$ cat src/rtl/mem_bist_master_if.sv
// Valid/ready request port between the BIST master (initiator) and a memory (responder).
interface mem_bist_master_if #(
  parameter int unsigned WIDTH      = 16,
  parameter int unsigned ADDR_WIDTH = 6
);
  logic                  valid;
  logic                  wr_rd;
  logic [ADDR_WIDTH-1:0] addr;
  logic [WIDTH-1:0]      wdata;
  logic [WIDTH-1:0]      rdata;
  logic                  ready;

  modport master (output valid, wr_rd, addr, wdata, input rdata, ready);
  modport slave  (input valid, wr_rd, addr, wdata, output rdata, ready);
endinterface

$ cat src/rtl/mem_bist_master.sv
// Memory BIST initiator: write / read-check / write-then-read sweeps with a seed+address pattern.
// Optional request watchdog enabled by defining MEM_BIST_TIMEOUT_EN.
module mem_bist_master #(
  parameter int unsigned WIDTH      = 16,
  parameter int unsigned DEPTH      = 64,
  parameter int unsigned ADDR_WIDTH = $clog2(DEPTH),
  parameter int unsigned TIMEOUT    = 32
) (
  input  logic                  clk_i,
  input  logic                  rst_i,
  input  logic                  start_i,
  input  logic [1:0]            mode_i,
  input  logic [ADDR_WIDTH-1:0] s_loc_i,
  input  logic [ADDR_WIDTH:0]   no_of_loc_i,
  input  logic [WIDTH-1:0]      seed_i,
  mem_bist_master_if.master     bus,
  output logic                  busy_o,
  output logic                  done_o,
  output logic                  err_o,
  output logic [ADDR_WIDTH:0]   err_cnt_o,
  output logic [ADDR_WIDTH-1:0] first_err_addr_o,
  output logic                  timeout_o
);
  localparam int unsigned           CNT_W     = ADDR_WIDTH + 1;
  localparam logic [CNT_W-1:0]      DEPTH_CNT = CNT_W'(DEPTH);
  localparam logic [ADDR_WIDTH-1:0] LAST_ADDR = ADDR_WIDTH'(DEPTH - 1);

  if (DEPTH < 2 || TIMEOUT == 0) begin : g_bad_param
    $error("mem_bist_master: DEPTH must be at least 2 and TIMEOUT nonzero");
  end

  typedef enum logic [2:0] {IDLE, WR_REQ, RD_REQ, GAP, DONE} state_e;

  state_e                state_q, state_d;
  logic [ADDR_WIDTH-1:0] addr_q, addr_d, base_q, base_d;
  logic [CNT_W-1:0]      left_q, left_d, total_q, total_d;
  logic [WIDTH-1:0]      seed_q, seed_d;
  logic                  wr_pass_q, wr_pass_d;
  logic                  rd_follow_q, rd_follow_d;
  logic                  err_d, tmo_d;
  logic [CNT_W-1:0]      err_cnt_d;
  logic [ADDR_WIDTH-1:0] first_err_d;
  logic                  hs, tmo_hit;
  logic [CNT_W-1:0]      cnt_clamped;
  logic [WIDTH-1:0]      expected;

  assign hs          = bus.valid & bus.ready;
  assign cnt_clamped = (no_of_loc_i > DEPTH_CNT) ? DEPTH_CNT : no_of_loc_i;
  assign expected    = seed_q + WIDTH'(addr_q);

`ifdef MEM_BIST_TIMEOUT_EN
  localparam int unsigned TMO_W = $clog2(TIMEOUT + 1);
  logic [TMO_W-1:0] tmo_cnt_q;

  // Cycles the current request has been waiting for ready.
  always_ff @(posedge clk_i or negedge rst_i) begin
    if (!rst_i) tmo_cnt_q <= '0;
    else        tmo_cnt_q <= (bus.valid && !bus.ready) ? tmo_cnt_q + TMO_W'(1) : '0;
  end

  assign tmo_hit = bus.valid && !bus.ready && (tmo_cnt_q == TMO_W'(TIMEOUT - 1));
`else
  assign tmo_hit = 1'b0;
`endif

  // Next-state, sweep bookkeeping and status update.
  always_comb begin
    state_d     = state_q;
    addr_d      = addr_q;
    base_d      = base_q;
    left_d      = left_q;
    total_d     = total_q;
    seed_d      = seed_q;
    wr_pass_d   = wr_pass_q;
    rd_follow_d = rd_follow_q;
    err_d       = err_o;
    err_cnt_d   = err_cnt_o;
    first_err_d = first_err_addr_o;
    tmo_d       = timeout_o;
    unique case (state_q)
      IDLE: begin
        if (start_i) begin
          base_d      = s_loc_i;
          addr_d      = s_loc_i;
          seed_d      = seed_i;
          left_d      = cnt_clamped;
          total_d     = cnt_clamped;
          wr_pass_d   = (mode_i != 2'd1);
          rd_follow_d = mode_i[1];
          err_d       = 1'b0;
          err_cnt_d   = '0;
          first_err_d = '0;
          tmo_d       = 1'b0;
          // An empty run spends one idle cycle in GAP so done lines up with a normal pass tail.
          if (cnt_clamped == '0) begin
            rd_follow_d = 1'b0;
            state_d     = GAP;
          end else begin
            state_d = (mode_i == 2'd1) ? RD_REQ : WR_REQ;
          end
        end
      end
      WR_REQ, RD_REQ: begin
        if (hs) begin
          left_d  = left_q - CNT_W'(1);
          state_d = GAP;
          if (state_q == RD_REQ && bus.rdata != expected) begin
            err_d = 1'b1;
            if (err_cnt_o != '1) err_cnt_d = err_cnt_o + CNT_W'(1);
            if (!err_o)          first_err_d = addr_q;
          end
        end else if (tmo_hit) begin
          tmo_d   = 1'b1;
          state_d = DONE;
        end
      end
      GAP: begin
        if (left_q == '0) begin
          if (rd_follow_q) begin
            rd_follow_d = 1'b0;
            wr_pass_d   = 1'b0;
            addr_d      = base_q;
            left_d      = total_q;
            state_d     = RD_REQ;
          end else begin
            state_d = DONE;
          end
        end else begin
          addr_d  = (addr_q == LAST_ADDR) ? '0 : addr_q + ADDR_WIDTH'(1);
          state_d = wr_pass_q ? WR_REQ : RD_REQ;
        end
      end
      DONE:    state_d = IDLE;
      default: state_d = IDLE;
    endcase
  end

  // State, bookkeeping and registered outputs (request fields derived from the next state).
  always_ff @(posedge clk_i or negedge rst_i) begin
    if (!rst_i) begin
      state_q          <= IDLE;
      addr_q           <= '0;
      base_q           <= '0;
      left_q           <= '0;
      total_q          <= '0;
      seed_q           <= '0;
      wr_pass_q        <= 1'b0;
      rd_follow_q      <= 1'b0;
      bus.valid        <= 1'b0;
      bus.wr_rd        <= 1'b0;
      bus.addr         <= '0;
      bus.wdata        <= '0;
      busy_o           <= 1'b0;
      done_o           <= 1'b0;
      err_o            <= 1'b0;
      err_cnt_o        <= '0;
      first_err_addr_o <= '0;
      timeout_o        <= 1'b0;
    end else begin
      state_q          <= state_d;
      addr_q           <= addr_d;
      base_q           <= base_d;
      left_q           <= left_d;
      total_q          <= total_d;
      seed_q           <= seed_d;
      wr_pass_q        <= wr_pass_d;
      rd_follow_q      <= rd_follow_d;
      bus.valid        <= (state_d == WR_REQ) || (state_d == RD_REQ);
      bus.wr_rd        <= (state_d == WR_REQ);
      bus.addr         <= addr_d;
      bus.wdata        <= (state_d == WR_REQ) ? seed_d + WIDTH'(addr_d) : '0;
      busy_o           <= (state_d == WR_REQ) || (state_d == RD_REQ) || (state_d == GAP);
      done_o           <= (state_d == DONE);
      err_o            <= err_d;
      err_cnt_o        <= err_cnt_d;
      first_err_addr_o <= first_err_d;
      timeout_o        <= tmo_d;
    end
  end
endmodule

$ cat src/flat_wrapper.sv
// flat-port wrapper written by rule: the top's interface ports become plain ports
module mem_bist_master_flat 
#(
  parameter int unsigned WIDTH      = 16,
  parameter int unsigned DEPTH      = 64,
  parameter int unsigned ADDR_WIDTH = $clog2(DEPTH),
  parameter int unsigned TIMEOUT    = 32
)
  (clk_i, rst_i, start_i, mode_i, s_loc_i, no_of_loc_i, seed_i, busy_o, done_o, err_o, err_cnt_o, first_err_addr_o, timeout_o, bus_valid, bus_wr_rd, bus_addr, bus_wdata, bus_rdata, bus_ready);
  mem_bist_master_if #(.WIDTH(WIDTH), .ADDR_WIDTH(ADDR_WIDTH)) bus_i ();
  input  logic clk_i;
  input  logic rst_i;
  input  logic start_i;
  input  logic [1:0] mode_i;
  input  logic [ADDR_WIDTH-1:0] s_loc_i;
  input  logic [ADDR_WIDTH:0] no_of_loc_i;
  input  logic [WIDTH-1:0] seed_i;
  output logic busy_o;
  output logic done_o;
  output logic err_o;
  output logic [ADDR_WIDTH:0] err_cnt_o;
  output logic [ADDR_WIDTH-1:0] first_err_addr_o;
  output logic timeout_o;
  output wire logic [$bits(bus_i.valid)-1:0] bus_valid;
  output wire logic [$bits(bus_i.wr_rd)-1:0] bus_wr_rd;
  output wire logic [$bits(bus_i.addr)-1:0] bus_addr;
  output wire logic [$bits(bus_i.wdata)-1:0] bus_wdata;
  input wire logic [$bits(bus_i.rdata)-1:0] bus_rdata;
  input wire logic [$bits(bus_i.ready)-1:0] bus_ready;
  assign bus_valid = bus_i.valid;
  assign bus_wr_rd = bus_i.wr_rd;
  assign bus_addr = bus_i.addr;
  assign bus_wdata = bus_i.wdata;
  assign bus_i.rdata = bus_rdata;
  assign bus_i.ready = bus_ready;
  mem_bist_master #(.WIDTH(WIDTH), .DEPTH(DEPTH), .ADDR_WIDTH(ADDR_WIDTH), .TIMEOUT(TIMEOUT)) u_core (.clk_i(clk_i), .rst_i(rst_i), .start_i(start_i), .mode_i(mode_i), .s_loc_i(s_loc_i), .no_of_loc_i(no_of_loc_i), .seed_i(seed_i), .bus(bus_i), .busy_o(busy_o), .done_o(done_o), .err_o(err_o), .err_cnt_o(err_cnt_o), .first_err_addr_o(first_err_addr_o), .timeout_o(timeout_o));
endmodule
$ cat config.mk
export PLATFORM = sky130hd
export DESIGN_NAME = mem_bist_master_flat
export DESIGN_NICKNAME = d
export VERILOG_FILES = /design/src/rtl/mem_bist_master_if.sv /design/src/rtl/mem_bist_master.sv /design/src/flat_wrapper.sv
export SDC_FILE = /design/constraint.sdc
export NUM_CORES = 1
export LEC_CHECK = 0
export ABC_AREA = 1
export BUFFER_PORTS_ARGS = -buffer_cell sky130_fd_sc_hd__buf_2
export CAP_MARGIN = 20
export CELL_PAD_IN_SITES_DETAIL_PLACEMENT = 0
export CELL_PAD_IN_SITES_GLOBAL_PLACEMENT = 1
export CORE_MARGIN = 4
export CORE_UTILIZATION = 44
export CTS_CLUSTER_DIAMETER = 80
export CTS_CLUSTER_SIZE = 16
export DETAILED_ROUTE_END_ITERATION = 8
export PLACE_DENSITY_LB_ADDON = 0.1
export SLEW_MARGIN = 20
export SYNTH_ARGS = -nofsm -noshare
export SYNTH_HDL_FRONTEND = slang
export SYNTH_SLANG_ARGS = --single-unit
$ cat constraint.sdc
create_clock -name clk_i -period 4.5 [get_ports clk_i]
set_input_delay 0.9 -clock clk_i [delete_from_list [all_inputs] [get_ports clk_i]]
set_output_delay 0.9 -clock clk_i [all_outputs]
set_load 0.02 [all_outputs]
# Yosys cells after proc, flatten, opt, wreduce, memory -nomap -nowiden
# Index checks and enable logic that the tools add are counted.
# totals
wordCells	103
regBits	81
inputBits	51
# classes
eq_ne	19
bitwise_logic	1
mux	44
n_addsub	5
magnitude_cmp	1
n_reduce_logical	17
# op_table
operator	count
$mux W7	9
$mux W16	3
$mux W6	8
$add A16 B6 Y16	2
$pmux W6 S2	2
$pmux W7 S3	1
$ne A16 B16 Y1	1
$mux W3	5
$reduce_and A5 Y1	3
$logic_not A7 Y1	2
$pmux W7 S2	1
$eq A3 B2 Y1 const B	4
$ne A2 B1 Y1 const B	6
$mux W1	9
$pmux W3 S3	1
$reduce_and A4 Y1	2
$add A7 B1 Y7 const B	1
$gt A7 B7 Y1 const B	1
$ne A7 B7 Y1 const B	1
$sub A7 B1 Y7 const B	1
$add A6 B1 Y6 const B	1
$eq A3 B1 Y1 const B	2
$eq A6 B6 Y1 const B	1
$pmux W1 S2	3
13 further kinds	17

# Logic depth before layout (Yosys ltp)
# Gate-level depths: netlist (run 1).
# depth
depth_word	9
mapped_depth	21
mapped_depth_nobuf	20

# Worst setup path before layout (run 1)
# OpenSTA, ideal clock, no wires.
# synth_path
path_type	input -> register
startpoint	in start_i
endpoint	reg u_core.bus.wdata[14]
n_path_buf	3
path_stages	17
path_slack_ns	1.651
t_arrival_ns	2.730
cell_sequence	nand2_4 inv_2 buf_6 buf_2 buf_1 nand2_1 nand2_1 ha_1 fa_1 nand2_1 inv_1 nand2_1 nand2_2 nand2_4 nand2_4 a21oi_1 nor2_1
# synth_between
elab_chain_cells	4
word_cells_on_any_way	9
# synth_lines
item	line	source
start, declared	flat_wrapper.sv:13	input logic start_i;
$mux W16	mem_bist_master.sv:82	if (start_i) begin
$mux W16	mem_bist_master.sv:80	unique case (state_q)
named net u_core.seed_d[0]	mem_bist_master.sv:37	logic [WIDTH-1:0] seed_q, seed_d;
$add A16 B6 Y16	mem_bist_master.sv:171	bus.wdata <= (state_d == WR_REQ) ? seed_d + WIDTH'(addr_d) : '0;
$mux W16	mem_bist_master.sv:171	
end signal, assigned	mem_bist_master.sv:171	
end, declared	mem_bist_master_if.sv:13	modport master (output valid, wr_rd, addr, wdata, input rdata, ready);
# The timed path passes the listed nets, and every way through them passes these cells.
# A chain may end at the register's enable or synchronous reset.

# Final worst setup path (run 1)
# layout_path
startpoint	reg u_core.state_q[1]
endpoint	reg u_core.bus.wdata[5]
# layout_between
word_cells_on_any_way	13
# layout_rtl
item	line	source
start, declared	mem_bist_master.sv:34	state_e state_q, state_d;
start signal, assigned	mem_bist_master.sv:160	state_q <= state_d;
$eq A3 B2 Y1 or $logic_not A3 Y1 (tied branches)	mem_bist_master.sv:80	
$pmux W6 S2 *	mem_bist_master.sv:80	
named net u_core.addr_d[2]	mem_bist_master.sv:35	logic [ADDR_WIDTH-1:0] addr_q, addr_d, base_q, base_d;
$add A16 B6 Y16 *	mem_bist_master.sv:171	
$mux W16 *	mem_bist_master.sv:171	
# The timed path passes the listed nets; every way through them passes the cells marked *.

==> results.md, run 1 <==
* FF-to-FF path depth at 15
* Antenna Cells at 0
* CP max FO at 33
* Gpl congestion at 0.8775
* Setup TNS at 0 ns
* CP arrival at 3.30 ns
* First drt pass iteration count at 6
* #FFs+latches synth at 81
* Post-DP HPWL at 11,040 um
* Post-CTS setup buffers at 0
* Crit Path Class: reg2reg
* Slowest cell on the critical path: inv_2
* Worst path depth at 15
* HP Class: reg2reg
* Run status: complete, no violations
* First-pass GRT wire length at 23,030 um
* CP required at 4.73 ns
* Grt ovf at 0
* Io pins at 92
* Worst path buffer plus inverter count at 3
* CTS clock-pin slew for the worst setup and hold paths at 0.06 ns
* Cell variety after synth at 47
* Register area share after synthesis at 0.3872
* Nets at 868
* Mapped Area at 5235 sq um
* Initial Utilization at 0.4546
* CP Launch Type: flip-flop
* Post-synth top area cell: dfrtp_1
* DRC viols at 0
* Mean Syn Cell Area at 7.373 sq um
* CTS sink count at 81
* Final Hold Vio Count at 0
* Total power at 4.990 mW
* Synth top area share at 0.3872
* Mapped Cells at 710
* RSZ-0062 raised after global routing: false
* CTS tree: built
* Resized cells post-CTS at 0
* Max Clock Freq at 324.9 MHz
* H-tree Lvls at 3
* Synth top area cells: dfrtp_1, nand2_1, inv_1, nand3_1, nor2_1
* Routed vias at 4,938
* Routed len/inst at 14.97 um
* Vias/cell at 5.209
* Total Routing Usage GR at 0.2173
* CP top delay family: simple AND/OR/NAND/NOR gates
* Clock Path Buffers at 2
* Final WL at 14,200 um
* Row count at 39
* LEAKAGE at 3.333 nW
* Die area at 13,710 sq um
* CTS Root Cell: clkbuf_16
* Core area at 11,520 sq um
* Ys Warns at 0
* Synth Net Count at 778
* Later-pin clock latency in the skew report at 0.34 ns
* CP Cell Sequence: nor2_2 > nand2_2 > inv_2 > nand2_4 > inv_2 > nand2_1 > o2111ai_1 > ha_1 > a21oi_1 > and2_0 > inv_1 > nand3_1 > nand2_1 > xnor2_1 > nor2_1
* Slowest cell delay on critical path at 0.47 ns
* Die H at 117.1 um
* VDD IR max at 0.3348 mV
* Crit end category: flip-flop
* TritonCTS Buffers at 9
* Max-slew violation total from the final report at 0
* Number of global-route vias before repair at 4,595
* Share of cells above drive strength 1 at 0.1938
* Layout fillers at 1,172
* Commonest non-fill, non-tap cell in the layout: nand2_1
* Die Wd at 117.1 um
* Max-Cap Viols at 0
* Post-cts hold buffer count at 0
* Min cycle time layout at 3.077 ns
* Worst Tran Pin Value at 0.7567 ns
* Area delta synth->final at 16.32%
* Pwr Density at 819.4 nW/um^2
* Hold Path Stages at 2
* Final period util at 0.6839
* Largest net degree at the start of global routing at 82
* Slew HR at 0.4955
* Clock Skew at 0.005934 ns
* Final ANT Viol Nets at 0
* Port-buffer cells at 90
* Number of DRC markers in iteration 0 at 326
* # setup viols final at 0
* Commonest cells after routing, fill and taps aside: nand2_1, buf_2, inv_1, dfrtp_1, nor2_1
* Antenna violations before repair at 0
==> where the power goes <==
part	switching [mW]	internal, mW	total, mW
clock network	0.278	0.443	0.722
logic	1.97	0.994	2.97
registers	0.266	1.03	1.30
==> final timing paths <==
check	startpoint	endpoint	slack [ns]
worst max-delay path	u_core.state_q[1]	u_core.bus.wdata[5]	1.42
worst min-delay path	u_core.first_err_addr_o[2]	u_core.first_err_addr_o[2]	0.47
worst max register to register	u_core.state_q[1]	u_core.bus.wdata[5]	1.42
worst min register to register	u_core.first_err_addr_o[2]	u_core.first_err_addr_o[2]	0.47
max in group asynchronous	rst_i	u_core.bus.wdata[6]	3.38
min in group asynchronous	rst_i	u_core.err_cnt_o[3]	0.57
==> per-stage QoR <==
step | util | instance area [sq um] | worst slack [ns] | cells | hold WS (ns)
floorplan | - | 5235 | 1.651 | 710 | 0.4492
detailed placement | 0.5033 | 5796 | 1.125 | 932 | 0.4602
global placement | 0.5033 | 5796 | 1.227 | 932 | 0.4520
CTS | 0.5285 | 6086 | 1.398 | 948 | 0.4740
global route | 0.5288 | 6090 | 1.041 | 948 | 0.4991
finish | 0.5288 | 6090 | 1.423 | 948 | 0.4662
==> cell usage after synthesis (all sizes together) <==
cell       n
a21oi     27
a22oi      2
a31o       1
a31oi      3
a41oi      1
and2       1
and3       2
buf       11
clkbuf     2
clkinv     1
conb       1
dfrtp     81
fa         2
ha        15
inv       94
nand2    207
nand3     59
nand3b     5
nand4     25
nor2      77
nor3       6
nor4       3
o2111ai    1
o211ai     2
o21a       1
o21ai     38
o21bai     2
o221ai     1
o22ai      2
o31ai      1
or2        7
xnor2     10
xor2      19
==> final cells by class <==
type	instances	area, sq um	share of cell area
Clock buffer	13	250.2	0.04109
Multi-Input combinational cell	521	2763	0.4537
Clock inverter	3	40.04	0.006575
Inverter	95	359.1	0.05897
Sequential cell	81	2027	0.3329
Timing Repair Buffer	92	471.7	0.07746
Tap cell	143	178.9	0.02938
==> routing by layer <==
metal	GRT usage	share of wire	wire length [um]	vias up
met1	0.3455	0.53	7465	2312
met5	0	0	0	-
met3	0.04370	0.058	823	14
li1	-	-	-	2471
met2	0.2973	0.40	5747	141
met4	0.05810	0.011	160	0
==> worst min-delay path: cells and delay by family, from the launching register on <==
family           cells  cell delay (ns)
flip-flops           1             0.34
AND/OR/NAND/NOR      2             0.10
==> flip-flops by register name, indices dropped and copies added (netlist names) <==
signal,flops
u_core.done_o,1
u_core.bus.wr_rd,1
u_core.err_o,1
u_core.left_q,7
u_core.bus.wdata,16
u_core.bus.valid,1
u_core.busy_o,1
u_core.seed_q,16
u_core.err_cnt_o,7
u_core.bus.addr,6
u_core.base_q,6
u_core.rd_follow_q,1
u_core.first_err_addr_o,6
u_core.total_q,7
u_core.wr_pass_q,1
u_core.state_q,3
==> logic make-up after synthesis <==
kind of cell    count (synthesis)  share of synthesized area
other cells                     1                  0.0007163
xor+xnor                       29                    0.04852
fa+ha+maj                      17                    0.04350
buf+inv                       108                    0.08509
compound gates                 82                    0.09202
simple gates                  392                     0.3430
flops                          81                     0.3872
No activity file was read; power rests on OpenSTA's default activity.
==> run 2, diff against run 1 <==
--- a/config.mk
+++ b/config.mk
@@ -11,7 +11,7 @@
 export CELL_PAD_IN_SITES_DETAIL_PLACEMENT = 0
 export CELL_PAD_IN_SITES_GLOBAL_PLACEMENT = 1
 export CORE_MARGIN = 4
-export CORE_UTILIZATION = 44
+export CORE_UTILIZATION = 41
 export CTS_CLUSTER_DIAMETER = 80
 export CTS_CLUSTER_SIZE = 16
 export DETAILED_ROUTE_END_ITERATION = 8
==> constraint.sdc (replaced) <==
create_clock -name clk_i -period 2.85 [get_ports clk_i]
set_input_delay 0.57 -clock clk_i [delete_from_list [all_inputs] [get_ports clk_i]]
set_output_delay 0.57 -clock clk_i [all_outputs]
set_load 0.02 [all_outputs]
==> results.md, run 2 (synthesis gave the netlist of run 1 again) <==
* CP Cell Sequence: inv_2 > ha_2 > nand2_2 > nor2_4 > inv_4 > nand2_2 > nor2_1 > nand2_1 > nand4_1 > buf_4 > fa_2 > nand2_1 > inv_1 > nand2_1 > nand2_2 > nand2_4 > nand2_4 > a21oi_1 > nor2_1
* Clock Skew at 0.007215 ns
* Slew HR at 0.4411
* Gpl congestion at 0.9195
* Area delta synth->final at 20.87%
* Commonest cells after routing, fill and taps aside: nand2_1, buf_2, inv_1, dfrtp_1, nor2_1
* First drt pass iteration count at 5
* Port-buffer cells at 90
* Routed len/inst at 14.70 um
* CP max FO at 7
* WHS at 0.1948 ns
* TritonCTS Buffers at 9
* Post-cts hold buffer count at 0
* CP required at 3.08 ns
* LEAKAGE at 3.434 nW
* Crit end category: flip-flop
* FF-to-FF path depth at 19
* CTS sink count at 81
* Area occupied by multi-input gates at 2799 sq um
* First-pass GRT wire length at 23,470 um
* Slowest cell delay on critical path at 0.40 ns
* HP Class: in2async
* Worst path depth at 19
* Final WL at 14,640 um
* Worst Tran Pin Value at 0.8295 ns
* CTS Root Cell: clkbuf_16
* Setup ws final at 0.1610 ns
* Final ANT Viol Nets at 0
* CTS clock-pin slew for the worst setup and hold paths at 0.06 ns
* CP arrival at 2.92 ns
* # setup viols final at 0
* DRC viols at 0
* Initial Utilization at 0.4165
* Vias/cell at 4.982
* Later-pin clock latency in the skew report at 0.34 ns
* Die H at 121.0 um
* Slowest cell on the critical path: dfrtp_1
* Nets at 889
* CP Launch Type: flip-flop
* Min cycle time layout at 2.689 ns
* Worst path buffer plus inverter count at 4
* CTS tree: built
* Setup Slack @ Placement at 0.08372 ns
* Crit Path Class: reg2reg
* Run status: complete, no violations
* Flip-flop and latch area at 2029 sq um
* Layout fillers at 1,279
* Total Routing Usage GR at 0.2023
* Largest net degree at the start of global routing at 47
* Grt ovf at 0
* Pwr Density at 1292 nW/um^2
* Io pins at 92
* VDD IR max at 0.5763 mV
* Share of cells above drive strength 1 at 0.2318
* Number of DRC markers in iteration 0 at 336
* Max-slew violation total from the final report at 0
* Antenna violations before repair at 0
* CP top delay family: simple AND/OR/NAND/NOR gates
* Routed vias at 4,962
* Number of global-route vias before repair at 4,717
* Final Hold Vio Count at 0
* Core area at 12,570 sq um
* Post-DP HPWL at 11,440 um
* RSZ-0062 raised after global routing: true
* Max Clock Freq at 371.9 MHz
* Row count at 41
* H-tree Lvls at 3
* Die area at 14,640 sq um
* Largest registers in the final layout: u_core.bus.wdata (16), u_core.seed_q (16)
* Commonest non-fill, non-tap cell in the layout: nand2_1
* Antenna Cells at 0
* Max-Cap Viols at 0
* Clock Path Buffers at 2
* Final period util at 0.9435
* Die Wd at 121.0 um
[run 2: final cells by class]
class | instances | share of cell area
multi-input cells | 521 | 0.4424
flip-flops and latches | 81 | 0.3207
repair buffers | 113 | 0.1009
inverters | 95 | 0.05715
clock buffers | 10 | 0.03777
well taps | 172 | 0.03401
clock inverters | 4 | 0.007119
[run 2: final timing paths]
kind | start | end | slack, ns
setup / recovery | u_core.left_q[0] | u_core.bus.wdata[14] | 0.16
hold / removal | rst_i | u_core.first_err_addr_o[0] | 0.19
setup reg to reg | u_core.left_q[0] | u_core.bus.wdata[14] | 0.16
hold reg to reg | u_core.first_err_addr_o[0] | u_core.first_err_addr_o[0] | 0.49
max in group asynchronous | rst_i | u_core.bus.addr[0] | 2.01
min in group clk_i | s_loc_i[5] | u_core.base_q[5] | 0.45
[run 2: timing repair]
action / 4_1_cts / 5_1_grt
resized for setup: 0 / 16
buffers inserted: 0 / 5
setup endpoints to repair: 0 / 26
[run 2: per-layer routing]
metal / routed length [um] / vias to the layer above / track usage
met4: 105 / 0 / 0.04108
met1: 7266 / 2309 / 0.2995
met3: 772 / 7 / 0.04056
met5: 0 / - / 0
met2: 6496 / 124 / 0.3074
li1: - / 2522 / -
[run 2: power breakdown]
group | switching, mW | internal, mW | leakage (nW)
combinational | 3.18 | 1.79 | 2.27
sequential | 0.411 | 1.64 | 1.02
clock | 0.462 | 0.688 | 0.144
total | 4.06 | 4.12 | 3.43
[run 2: per-stage QoR]
step           area, sq um  std cells  setup TNS [ns]  total power [mW]  utilization
6_report              6327        996               0             8.174       0.5034
5_1_grt               6327        996         -0.1757             8.935       0.5034
4_1_cts               6248        991               0             8.037       0.4972
3_5_place_dp          5964        977               0             6.840       0.4746
3_3_place_gp          5964        977               0             6.838       0.4746
2_1_floorplan         5235        710               0             5.494            -
[run 2: worst register-to-register path: cells and delay by family, from the launching register on]
kind            cells  cell delay [ns]
simple gates       12             1.10
buf+inv             4             0.40
compound gates      1             0.14
flops               1             0.40
fa+ha+maj           2             0.54
==> run 3, diff against run 2 <==
==> constraint.sdc (replaced) <==
create_clock -name clk_i -period 3.05 [get_ports clk_i]
set_input_delay 0.61 -clock clk_i [delete_from_list [all_inputs] [get_ports clk_i]]
set_output_delay 0.61 -clock clk_i [all_outputs]
set_load 0.02 [all_outputs]
==> results.md, run 3 (synthesis gave the netlist of run 1 again) <==
* Max Clock Freq at 352.5 MHz
* Clock Path Buffers at 2
* CTS Root Cell: clkbuf_16
* FF-to-FF path depth at 12
* RSZ-0062 raised after global routing: false
* Reg-to-reg startpoint: u_core.bus.addr[0]
* First-pass GRT wire length at 23,950 um
* Die area at 14,640 sq um
* VDD IR max at 0.5163 mV
* DRC viols at 0
* Post-cts hold buffer count at 0
* # setup viols final at 0
* Number of global-route vias before repair at 4,846
* Post-DP HPWL at 11,410 um
* Later-pin clock latency in the skew report at 0.35 ns
* Crit end category: flip-flop
* Area delta synth->final at 19.84%
* Run status: complete, no violations
* Grt ovf at 0
* Routed len/inst at 14.92 um
* Reg power frac at 0.252
* Met2 GRT Util at 0.3359
* Layout fillers at 1,298
* Final ANT Viol Nets at 0
* Commonest cells after routing, fill and taps aside: nand2_1, buf_2, inv_1, dfrtp_1, nor2_1
* Port-buffer cells at 90
* Combinational Power Share at 0.600
* Row count at 41
* Post-CTS setup buffers at 0
* Vias/cell at 4.990
* Core area at 12,570 sq um
* Layer with the highest usage: met2
* Die H at 121.0 um
* Final period util at 0.9300
* Net Switching at 3.813 mW
* Die Wd at 121.0 um
* CP required at 3.33 ns
* Met3 Usage GRT at 0.03636
* Min cycle time layout at 2.837 ns
* CP arrival at 3.11 ns
* Grt met1 use at 0.2895
* Io pins at 92
* Slew HR at 0.4872
* First drt pass iteration count at 5
* TritonCTS Buffers at 9
* Share of cells above drive strength 1 at 0.2135
* Clock Skew at 0.008631 ns
* Setup Slack @ Placement at -0.1489 ns
* Fin cells at 987
* Switching share of power at 0.5035
* Final WL at 14,730 um
* Number of DRC markers in iteration 0 at 315
* Gpl congestion at 0.9072
* H-tree Lvls at 3
* Nets at 878
* Largest net degree at the start of global routing at 82
* Flip-flop and latch area at 2028 sq um
* Initial Utilization at 0.4165
* Reg-to-reg critical path endpoint: u_core.first_err_addr_o[5]
* CTS sink count at 81
* Reg2reg setup slack at 0.21 ns
* Antenna Cells at 0
* Setup ws final at 0.2134 ns
* Commonest non-fill, non-tap cell in the layout: nand2_1
* Final Hold Vio Count at 0
* Area occupied by multi-input gates at 2824 sq um
* CTS clock-pin slew for the worst setup and hold paths at 0.06 ns
* Clock power share at 0.148
* Pwr Density at 1207 nW/um^2
* CP Launch Type: flip-flop
* Total Routing Usage GR at 0.2094
* Inst Count DP at 970
* CTS tree: built
* Total power at 7.572 mW
* Max-Cap Viols at 0
* Antenna violations before repair at 0
* Routed vias at 4,925
* CP max FO at 8
* Crit Path Class: reg2reg
* LEAKAGE at 3.391 nW
* Largest registers in the final layout: u_core.bus.wdata (16), u_core.seed_q (16)
* HP Class: in2async
* Max-slew violation total from the final report at 0
* P_int at 3.759 mW
* Worst Tran Pin Value at 0.7692 ns
[run 3: cell types whose count changed in the layout (fill, tap and decap cells not counted), moves of 2 or more]
cell      delta
nand3_2      -2
nor2_4       +2
fa_1         +2
a21oi_2      -3
buf_4       -12
clkinv_2     -2
inv_1        +2
fa_2         -2
a21oi_1      +3
nor2_1       -2
[run 3: through the flow]
stage / TNS [ns] / instance area (sq um) / util / hold slack, ns
finish: 0 / 6274 / 0.4992 / 0.3100
global route: 0 / 6274 / 0.4992 / 0.3810
CTS: 0 / 6232 / 0.4959 / 0.4655
detailed placement: -1.624 / 5899 / 0.4694 / 0.4608
global placement: -2.167 / 5899 / 0.4694 / 0.4659
floorplan: 0 / 5235 / - / 0.3144
[run 3: worst max path at each step]
stage                  startpoint                         end  slack [ns]  cells past startpoint
4_1_cts        u_core.bus.addr[0]         u_core.err_cnt_o[4]        0.03                     12
5_1_grt         u_core.state_q[2]        u_core.bus.wdata[14]       0.004                     18
2_1_floorplan   u_core.state_q[1]        u_core.bus.wdata[13]        0.46                     20
3_3_place_gp   u_core.bus.addr[0]         u_core.err_cnt_o[4]       -0.19                     12
6_report       u_core.bus.addr[0]  u_core.first_err_addr_o[5]        0.21                     12
3_5_place_dp   u_core.bus.addr[0]         u_core.err_cnt_o[4]       -0.15                     12
[run 3: worst max-delay path, stage by stage (launching register included)]
cell and delay, ns:
dfrtp_2 0.47, ha_1 0.28, fa_1 0.52, xor2_1 0.20, nor3_2 0.20, nand3_1 0.11
nor2_1 0.17, nand3b_1 0.15, nor2_4 0.17, nand4_4 0.20, nand3_2 0.19, nand2_1 0.07
nand2_1 0.06
[run 3: power by group through the flow]
| stage | combinational [mW] | clock (mW) | sequential [mW] |
|---|---|---|---|
| 3_5_place_dp | 4.46 | 0 | 1.91 |
| 5_1_grt | 5.14 | 1.20 | 1.97 |
| 4_1_cts | 4.52 | 1.15 | 1.90 |
| 6_report | 4.54 | 1.12 | 1.91 |
| 2_1_floorplan | 3.11 | 0 | 2.03 |
| 3_3_place_gp | 4.45 | 0 | 1.91 |
[run 3: routing by layer]
layer,wire length [um],vias up
li1,-,2503
met1,7043,2285
met2,6811,123
met3,665,14
met4,206,0
met5,0,-
[run 3: area by class of cell]
type                            instances  share of cell area
Clock buffer                           12             0.04089
Clock inverter                          4            0.008177
Inverter                               95             0.05724
Multi-Input combinational cell        522              0.4501
Sequential cell                        81              0.3233
Tap cell                              172             0.03430
Timing Repair Buffer                  101             0.08596
[run 3: what timing repair did]
action                     CTS  global route
cloned                       1             0
gates resized for setup      3             8
pin swaps                    0             1
setup endpoints to repair   14            19
